$ cat src/rtl/image_loader.sv
// rtl/image_loader.sv - streaming pixel loader that binarises a raster frame into a packed image
//
// Accepts one grayscale pixel per beat in raster order and thresholds it.
// The result is written into a packed N-bit image, where N = IMG_DIM*IMG_DIM.
// The image is held stable until the consumer acknowledges it.
//
// Optional feature macro: IMAGE_LOADER_STATS_EN adds frame_cnt / err_cnt.
//
// Ports:
//   clk          rising-edge clock
//   rst          asynchronous active-low reset
//   pix_data     grayscale pixel, raster order
//   pix_valid    pix_data/pix_last valid this cycle
//   pix_last     final pixel of a frame
//   pix_ready    loader accepts a beat this cycle (LOAD state)
//   image_out    packed binary image, pixel k = row*IMG_DIM+col at bit k
//   image_valid  image_out holds a complete frame (HOLD state)
//   image_ack    consumer has latched image_out; frees the buffer
//   frame_err    one-cycle pulse on a framing error
//   frame_cnt    (stats) completed frames, saturating
//   err_cnt      (stats) framing errors, saturating
module image_loader #(
  parameter int IMG_DIM   = 28,
  parameter int PIX_W     = 8,
  parameter int THRESHOLD = 128
) (
  input  logic                       clk,
  input  logic                       rst,
  input  logic [PIX_W-1:0]           pix_data,
  input  logic                       pix_valid,
  input  logic                       pix_last,
  output logic                       pix_ready,
  output logic [IMG_DIM*IMG_DIM-1:0] image_out,
  output logic                       image_valid,
  input  logic                       image_ack,
`ifdef IMAGE_LOADER_STATS_EN
  output logic                       frame_err,
  output logic [15:0]                frame_cnt,
  output logic [15:0]                err_cnt
`else
  output logic                       frame_err
`endif
);

  localparam int N  = IMG_DIM * IMG_DIM;
  localparam int CW = (N > 1) ? $clog2(N) : 1;
  localparam logic [PIX_W-1:0] THR      = PIX_W'(THRESHOLD);
  localparam logic [CW-1:0]    LAST_IDX = CW'(N - 1);

  typedef enum logic {LOAD, HOLD} state_t;

  state_t        state, state_nxt;
  logic [CW-1:0] cnt, cnt_nxt;
  logic          err_nxt;
  logic          accept;
  logic          at_end;

  // Handshake is a pure decode of the state register, independent of pix_valid.
  assign pix_ready   = (state == LOAD);
  assign image_valid = (state == HOLD);
  assign accept      = pix_valid && pix_ready;
  assign at_end      = (cnt == LAST_IDX);

  always_comb begin
    state_nxt = state;
    cnt_nxt   = cnt;
    err_nxt   = 1'b0;
    case (state)
      LOAD: begin
        if (accept) begin
          if (at_end) begin
            // The N-th pixel always completes the frame.
            // A missing pix_last is only flagged as an error.
            state_nxt = HOLD;
            cnt_nxt   = '0;
            err_nxt   = !pix_last;
          end else if (pix_last) begin
            // Short frame: drop it and restart at pixel 0.
            cnt_nxt = '0;
            err_nxt = 1'b1;
          end else begin
            cnt_nxt = cnt + CW'(1);
          end
        end
      end
      HOLD: begin
        if (image_ack) begin
          state_nxt = LOAD;
        end
      end
      default: state_nxt = LOAD;
    endcase
  end

  always_ff @(posedge clk or negedge rst) begin
    if (!rst) begin
      state     <= LOAD;
      cnt       <= '0;
      frame_err <= 1'b0;
      image_out <= '0;
    end else begin
      state     <= state_nxt;
      cnt       <= cnt_nxt;
      frame_err <= err_nxt;
      if (accept) begin
        image_out[cnt] <= (pix_data >= THR);
      end
    end
  end

`ifdef IMAGE_LOADER_STATS_EN
  always_ff @(posedge clk or negedge rst) begin
    if (!rst) begin
      frame_cnt <= '0;
      err_cnt   <= '0;
    end else begin
      if (state == LOAD && state_nxt == HOLD && frame_cnt != 16'hFFFF) begin
        frame_cnt <= frame_cnt + 16'd1;
      end
      if (frame_err && err_cnt != 16'hFFFF) begin
        err_cnt <= err_cnt + 16'd1;
      end
    end
  end
`endif

endmodule

$ cat config.mk
export PLATFORM = sky130hd
export DESIGN_NAME = image_loader
export DESIGN_NICKNAME = d
export VERILOG_FILES = /design/src/rtl/image_loader.sv
export SDC_FILE = /design/constraint.sdc
export NUM_CORES = 1
export LEC_CHECK = 0
export CAP_MARGIN = 10
export CORE_AREA = 2 2 308 310
export CTS_BUF_LIST = sky130_fd_sc_hd__clkbuf_2 sky130_fd_sc_hd__clkbuf_4 sky130_fd_sc_hd__clkbuf_8
export CTS_CLUSTER_SIZE = 25
export DETAILED_ROUTE_END_ITERATION = 6
export DIE_AREA = 0 0 310 312
export DONT_BUFFER_PORTS = 1
export PLACE_DENSITY_LB_ADDON = 0.05
export SYNTH_ARGS = -nofsm -noshare
export SYNTH_HDL_FRONTEND = slang
export SYNTH_SLANG_ARGS = --single-unit
$ cat constraint.sdc
create_clock -name clk -period 2.6 [get_ports clk]
set_input_delay 0.26 -clock clk [delete_from_list [all_inputs] [get_ports clk]]
set_output_delay 0.26 -clock clk [all_outputs]
set_load 0.03 [all_outputs]
* Word-level counts from Yosys, hierarchy flattened
Index checks and enable logic that the tools add are counted.
W data, S select, Z words.
** Storage, ports and cells
- Input port bits :: 13
- Flip-flop bits (word level) :: 796
- ROM bits :: 0
- Bits in latches :: 0
- Memories :: 0
- Bits in writable memories :: 0
- Output and inout bits :: 787
- Word-level logic and storage cells :: 27
** Operators by class
- Multipliers :: 0
- Bitwise logic cells :: 1
- Equal/unequal tests :: 1
- Magnitude comparators :: 3
- Add/subtract/negate cells :: 1
- Reduce and logical (&&, ||, !) cells :: 4
- Shifts and indexed selects :: 0
- Multiplexer cells :: 13
- Divide/modulo/power cells :: 0
** Operator list (count)
- $bwmux W784 :: 1
- $mux W10 :: 2
- $lt A10 B11 Y1 const B :: 1
- $add A10 B1 Y10 const B :: 1
- $demux W1 S10 :: 1
- $eq A10 B10 Y1 const B :: 1
- $ge A10 B1 Y1 const B :: 1
- $ge A8 B8 Y1 const B :: 1
- $mux W1 :: 8
- $logic_and A1 B1 Y1 :: 2
- $pmux W1 S2 :: 1
- $reduce_and A2 Y1 :: 1
- $logic_not A1 Y1 :: 1
- $not A1 Y1 :: 1

* Logic depth before layout (Yosys ltp)
Gate-level depths: netlist of the first run.
- Depth after elaboration :: 5
- Gate-level depth with buffers :: 7
- Mapped depth without buffers :: 5

* Worst setup path before layout of the first run
No wires, ideal clock.
- Kind :: register -> register
- Start :: register cnt[0]
- End :: register image_out[632]
- Arrival time :: 1.913 ns
- Setup slack :: 0.562 ns
- Required time :: 2.475 ns
- Path buffers :: 1
- Clock period less this slack :: 2.038 ns
- Cell stages (with the launch flop) :: 7
- Cell sequence :: dfrtp_1 -> inv_1 -> ha_1 -> nand4b_2 -> buf_2 -> nor4_1 -> mux2_2
** Between the ends
- Word-level cells in the longest chain between the ends :: 5
- Elaborated cells on any way between the ends :: 6
** RTL lines
- from (decl) :: line 53 : logic [CW-1:0] cnt, cnt_nxt;
- from (signal assigned) :: line 103 : cnt <= cnt_nxt;
- $lt A10 B11 Y1 or $ge A10 B1 Y1 (tied branches) :: line 106 : image_out[cnt] <= (pix_data >= THR);
- $logic_and A1 B1 Y1 (implied by the code) :: line 106
- $mux W1 (implied by the code) :: line 106
- $demux W1 S10 (*) :: line 106
- $bwmux W784 (*) :: line 106
- to (signal, indexed assignment) :: line 106
- to (decl) :: line 33 : output logic [IMG_DIM*IMG_DIM-1:0] image_out,
Every way passes the cells marked *; elsewhere a longest branch is shown, timed or not.
A chain may end at the register's enable or synchronous reset.

* Worst setup path after layout of the first run
- Start :: register cnt[1]
- End :: register image_out[113]
Same word-level chain as after synthesis.

==> impl_metrics.tcl, run 1 <==
set metrics [dict create \
    status "finished with violations" \
    violations "negative hold slack, max-slew violations" \
    timing.final.crit_share_pct 98.67 \
    ys_seq_area_share_pct 53.58 \
    synth_most_common_cell "dfrtp_1" \
    yosys.area.top_type "dfrtp_1" \
    period_needed_ns 2.565 \
    post_drt_wl_per_cell_um 32.38 \
    syn_nets 2933 \
    dieArea_um2 96720 \
    synthTopCellsByArea "dfrtp_1 54%, mux2_2 22%, nand4_1 6.9%" \
    worstMarginPinSlew_ns 2.153 \
    regToRegSetupSlack_ns 0.03 \
    max_freq_mhz 389.8 \
    r2r_end "image_out[113]" \
    crit_path_max_fanout 24 \
    critPathLaunchType "flip-flop" \
    hpwlAfterDp_um 79180 \
    coreArea_um2 93050 \
    critPathBufInv 4 \
    num_rows 112 \
    syn_inst 2916 \
    power.leakage_nw 18.39 \
    drive_gt1_share_pct 42.12 \
    fin_skew_ns 0.04036 \
    arrival_ns 3.25 \
    synth-edff-count 0 \
    die_h_um 312 \
    clk_path_buf_depth 3 \
    fin_util_pct 45.24 \
    cp.required_ns 3.28 \
    r2r-start "cnt[1]" \
    mappedNetlistArea_um2 37180 \
    drt_iter0_markers 2269 \
    crit_path_max_incr_delay_ns 0.58 \
    seqCellArea_um2 19930 \
    hold_violations 1096 \
    cap_violations 0 \
    reg2reg_depth 8 \
    setup_violations 0 \
    grt_overflow 0 \
    firstDrtPassIters 5 \
    place_congestion 0.7724 \
    cp_top_family "buffers and inverters" \
    slew_headroom_pct -43.53 \
    clk_pin_slew_worst_paths_ns 0.05 \
    track_usage_pct 26.92 \
    ys_warn_count 0 \
    synth_top_area_share_pct 53.58 \
    drc 0 \
    die_w_um 310 \
    layout.nets 2809 \
    cts_htree_levels 4 \
    area_growth_pct 13.23 \
    ys_seq_elements 796 \
    layout.cells.non_filler 4159 \
    endpoint "image_out[113]" \
    path_class "reg -> reg" \
    ant_nets 0 \
    hold_class "in -> async" \
    wirelength_um 134700 \
    async_flop_share_pct 100.0 \
    io_buffers 0 \
    placed_cells 3848 \
    path_cells "inv_1, ha_2, buf_4, and4bb_2, buf_12, nand4_1, mux2_2, dlygate4sd3_1" \
    cp-end-kind "flip-flop" \
    stdcell_area_um2 42100 \
    cp_slowest_cell "dlygate4sd3_1" \
    synthFlopType "dfrtp_1" \
    total_power_mw 28.06 \
    floorplan.initialDensity_pct 39.95 \
    ys_top_cells_by_count "796 x dfrtp_1, 733 x mux2_2, 409 x nand4_1, 323 x nor4_1, 212 x clkbuf_1" \
    antenna_found_initial 1 \
    vias 25546 \
    worst_hold_slack_ns -0.8264 \
    io_pins 800 \
    vias_per_cell 6.142 \
    ir_drop_uv 438.9 \
    cts_tree "built" \
    clock_sinks 796 \
    cts-buffers-inserted 144 \
    nFillCells 8484 \
    crit_cells 8 \
    powerDensity_nw_per_um2 666.7 \
    first_global_vias 25727 \
    startpoint "cnt[1]" \
    synth_area_per_cell_um2 12.75 \
    grt_pass1_wl_um 193100 \
    final_max_slew_viol_count 474 \
    placed_area_um2 38300 \
    multi_input_area_um2 15320 \
    cts_root_buf "clkbuf_8" \
    grt_max_degree 797 \
    clk_latency_ns 0.82 \
    synth_cell_type_count 52 \
]
## worst min path at each step
stage	slack [ns]	from	to
floorplan	-0.04	rst	cnt[0]
global placement	-0.009	rst	image_out[704]
detailed placement	-0.01	rst	image_out[100]
CTS	-0.93	rst	image_out[91]
global route	-0.90	rst	image_out[706]
finish	-0.83	rst	image_out[704]
## through the flow
stage	setup WS, ns	setup TNS (ns)
2_1_floorplan	0.5620	0
3_3_place_gp	0.3017	0
3_5_place_dp	0.2579	0
4_1_cts	0.01136	0
5_1_grt	-0.02088	-0.04586
6_report	0.03463	0
## routing by layer
layer  part of all wire, %  global-route usage [%]
met5                     0                       0
met4                   3.5                   10.21
met3                    10                   11.26
met2                    49                   44.27
met1                    37                   31.15
## flip-flops by register name, summed over array words and instances, names as in the netlist
name / flops
image_out: 784
image_valid: 1
frame_err: 1
cnt: 10
## kinds of logic after synthesis
logic type               Yosys count  share of synthesized area, %
AO/OA/AOI/OAI                     22                        0.4174
adder cells (fa/ha/maj)            4                        0.1346
buffers and inverters            447                         5.863
flip-flops                       796                         53.58
multiplexers                     784                         23.75
AND/OR/NAND/NOR                  863                         16.26
## cell type report
type                            instances  area share [%]
Antenna cell                            4         0.02378
Clock buffer                          234           6.908
Clock inverter                         21          0.5410
Inverter                                5         0.04458
Multi-Input combinational cell       1673           36.40
Sequential cell                       796           47.34
Tap cell                             1254           3.727
Timing Repair Buffer                  172           5.011
## power by group
| part | internal (mW) | total, mW | switching [mW] |
|---|---|---|---|
| clock network | 7.36 | 12.8 | 5.45 |
| logic | 0.527 | 1.29 | 0.759 |
| registers | 12.8 | 14.0 | 1.20 |
## layout by cell type, fill, tap and decap left out, types with 7 or more instances in the layout
cell / instances
clkbuf_4: 50
clkbuf_8: 184
nor4_1: 318
mux2_2: 733
nand4_1: 409
clkinv_2: 8
buf_4: 65
buf_6: 8
buf_12: 46
dfrtp_1: 790
mux2_1: 51
nor4b_1: 10
nor4_2: 45
or4_1: 7
nand4b_4: 7
dlygate4sd3_1: 48
## repair_timing
item	CTS	global route
hold buffers	42	6
resized for setup	0	27
endpoints found under the setup margin	0	38
endpoints found under the hold margin	1592	1361
setup buffers	0	2
No activity file was read; power rests on OpenSTA's default activity.
==> run 2, diff against run 1 <==
- clock period: 2.6 -> 2.2 ns (I/O delays scaled with it)
==> impl_metrics.tcl, run 2 (synthesized netlist as in run 1, its figures left out) <==
set metrics [dict create \
    status "finished with violations" \
    violations "design-rule violations, negative hold slack, max-slew violations, negative setup slack" \
    fin_util_pct 45.52 \
    io_buffers 0 \
    regToRegSetupSlack_ns 0.09 \
    drt_iter0_markers 2294 \
    largest_reg_flops 784 \
    floorplan.initialDensity_pct 39.95 \
    setup_slack_ns -1.105 \
    final_max_slew_viol_count 896 \
    arrival_ns 2.66 \
    grt_pass1_wl_um 193400 \
    grt_overflow 0 \
    ant_nets 0 \
    firstDrtPassIters 7 \
    hold_buffers 5 \
    antenna_found_initial 1 \
    worst_hold_slack_ns -0.8621 \
    power.leakage_nw 18.51 \
    clock_sinks 796 \
    dieArea_um2 96720 \
    track_usage_pct 27.07 \
    critPathLaunchType "primary input" \
    worstMarginPinSlew_ns 4.889 \
    tns_ns -135.37 \
    coreArea_um2 93050 \
    post_drt_wl_per_cell_um 32.51 \
    powerDensity_nw_per_um2 779.1 \
    placed_cells 3888 \
    layout.cells.non_filler 4161 \
    first_global_vias 25595 \
    area_growth_pct 13.93 \
    clk_path_buf_depth 3 \
    vias 25572 \
    ir_drop_uv 468.6 \
    die_h_um 312 \
    fin_skew_ns 0.03295 \
    timing.final.crit_share_pct 150.2 \
    crit_path_max_fanout 796 \
    drive_gt1_share_pct 43.35 \
    cp-end-kind "async pin" \
    hpwlAfterDp_um 80940 \
    num_rows 112 \
    path_class "in -> async" \
    cap_violations 0 \
    cp.required_ns 1.56 \
    top_register "image_out" \
    hold_violations 741 \
    cts_tree "built" \
    top_regs "image_out: 784 flops, cnt: 10 flops" \
    layout.nets 2815 \
    vias_per_cell 6.146 \
    wirelength_um 135300 \
    io_pins 800 \
    place_congestion 0.7814 \
    setup_violations 291 \
    slew_headroom_pct -225.9 \
    final_cell_mix "793 x dfrtp_1, 733 x mux2_2, 409 x nand4_1" \
    die_w_um 310 \
    grt_max_degree 797 \
    cts_root_buf "clkbuf_8" \
    cts_htree_levels 4 \
    clk_pin_slew_worst_paths_ns 0.06 \
    clk_latency_ns 0.81 \
    period_needed_ns 3.305 \
    drc 3 \
    hold_class "in -> async" \
    cts-buffers-inserted 144 \
    max_freq_mhz 302.6 \
    layout_commonest_cell "dfrtp_1" \
]
## run 2: cell count changes in the layout (fill, tap and decap cells not counted), moves of 6 or more
cell / previous run / this run
buf_12: 46 / 90
buf_4: 65 / 77
clkbuf_8: 184 / 178
dlygate4sd3_1: 48 / 5
## run 2: per-layer routing
| layer | global-route usage (%) | share of wire, % | wire length [µm] | vias up |
|---|---|---|---|---|
| met5 | 0 | 0 | 0 | - |
| met4 | 10.60 | 3.6 | 4880 | 0 |
| met3 | 11.12 | 10 | 13860 | 230 |
| met2 | 44.63 | 49 | 66200 | 985 |
| met1 | 31.21 | 37 | 50350 | 13474 |
| li1 | - | - | - | 10883 |
## run 2: timing repair
action,in CTS,in global routing
setup buffers,6,5
pin swaps,0,0
endpoints found under the setup margin,33,114
hold endpoints to repair,1592,1543
gates cloned,1,1
resized for setup,2,7
## run 2: final timing paths
kind                                  start             end  cells past startpoint
worst max-delay path                    rst          cnt[3]                      0
worst min-delay path                    rst  image_out[704]                      0
worst max register to register       cnt[1]  image_out[418]                      8
worst min register to register       cnt[0]          cnt[0]                      3
max in group clk                     cnt[1]  image_out[418]                      8
min in group clk                pix_data[7]  image_out[280]                      1
## run 2: cell type report
type	count	area, µm²
clock inverters	22	176.4
fillers	8483	50690
inverters	5	18.77
diodes	3	7.507
multi-input cells	1673	15270
repair buffers	178	2549
flip-flops and latches	796	19920
well taps	1254	1569
clock buffers	230	2840
## run 2: metrics by stage
| step | setup WS, ns | power (mW) | area [µm²] |
|---|---|---|---|
| 5_1_grt | -0.0006177 | 34.25 | 42360 |
| 4_1_cts | 0.005879 | 33.38 | 42230 |
| 6_report | -1.105 | 33.00 | 42360 |
| 3_3_place_gp | -0.05707 | 18.35 | 39070 |
| 2_1_floorplan | 0.1620 | 17.64 | 37180 |
| 3_5_place_dp | -0.07707 | 18.39 | 39070 |
## run 2: report_power, final
group	internal, mW	switching [mW]	total, mW	leakage [nW]
sequential	15.1	1.40	16.5	10.7
clock	8.28	6.40	14.7	1.61
combinational	0.836	0.989	1.83	6.20
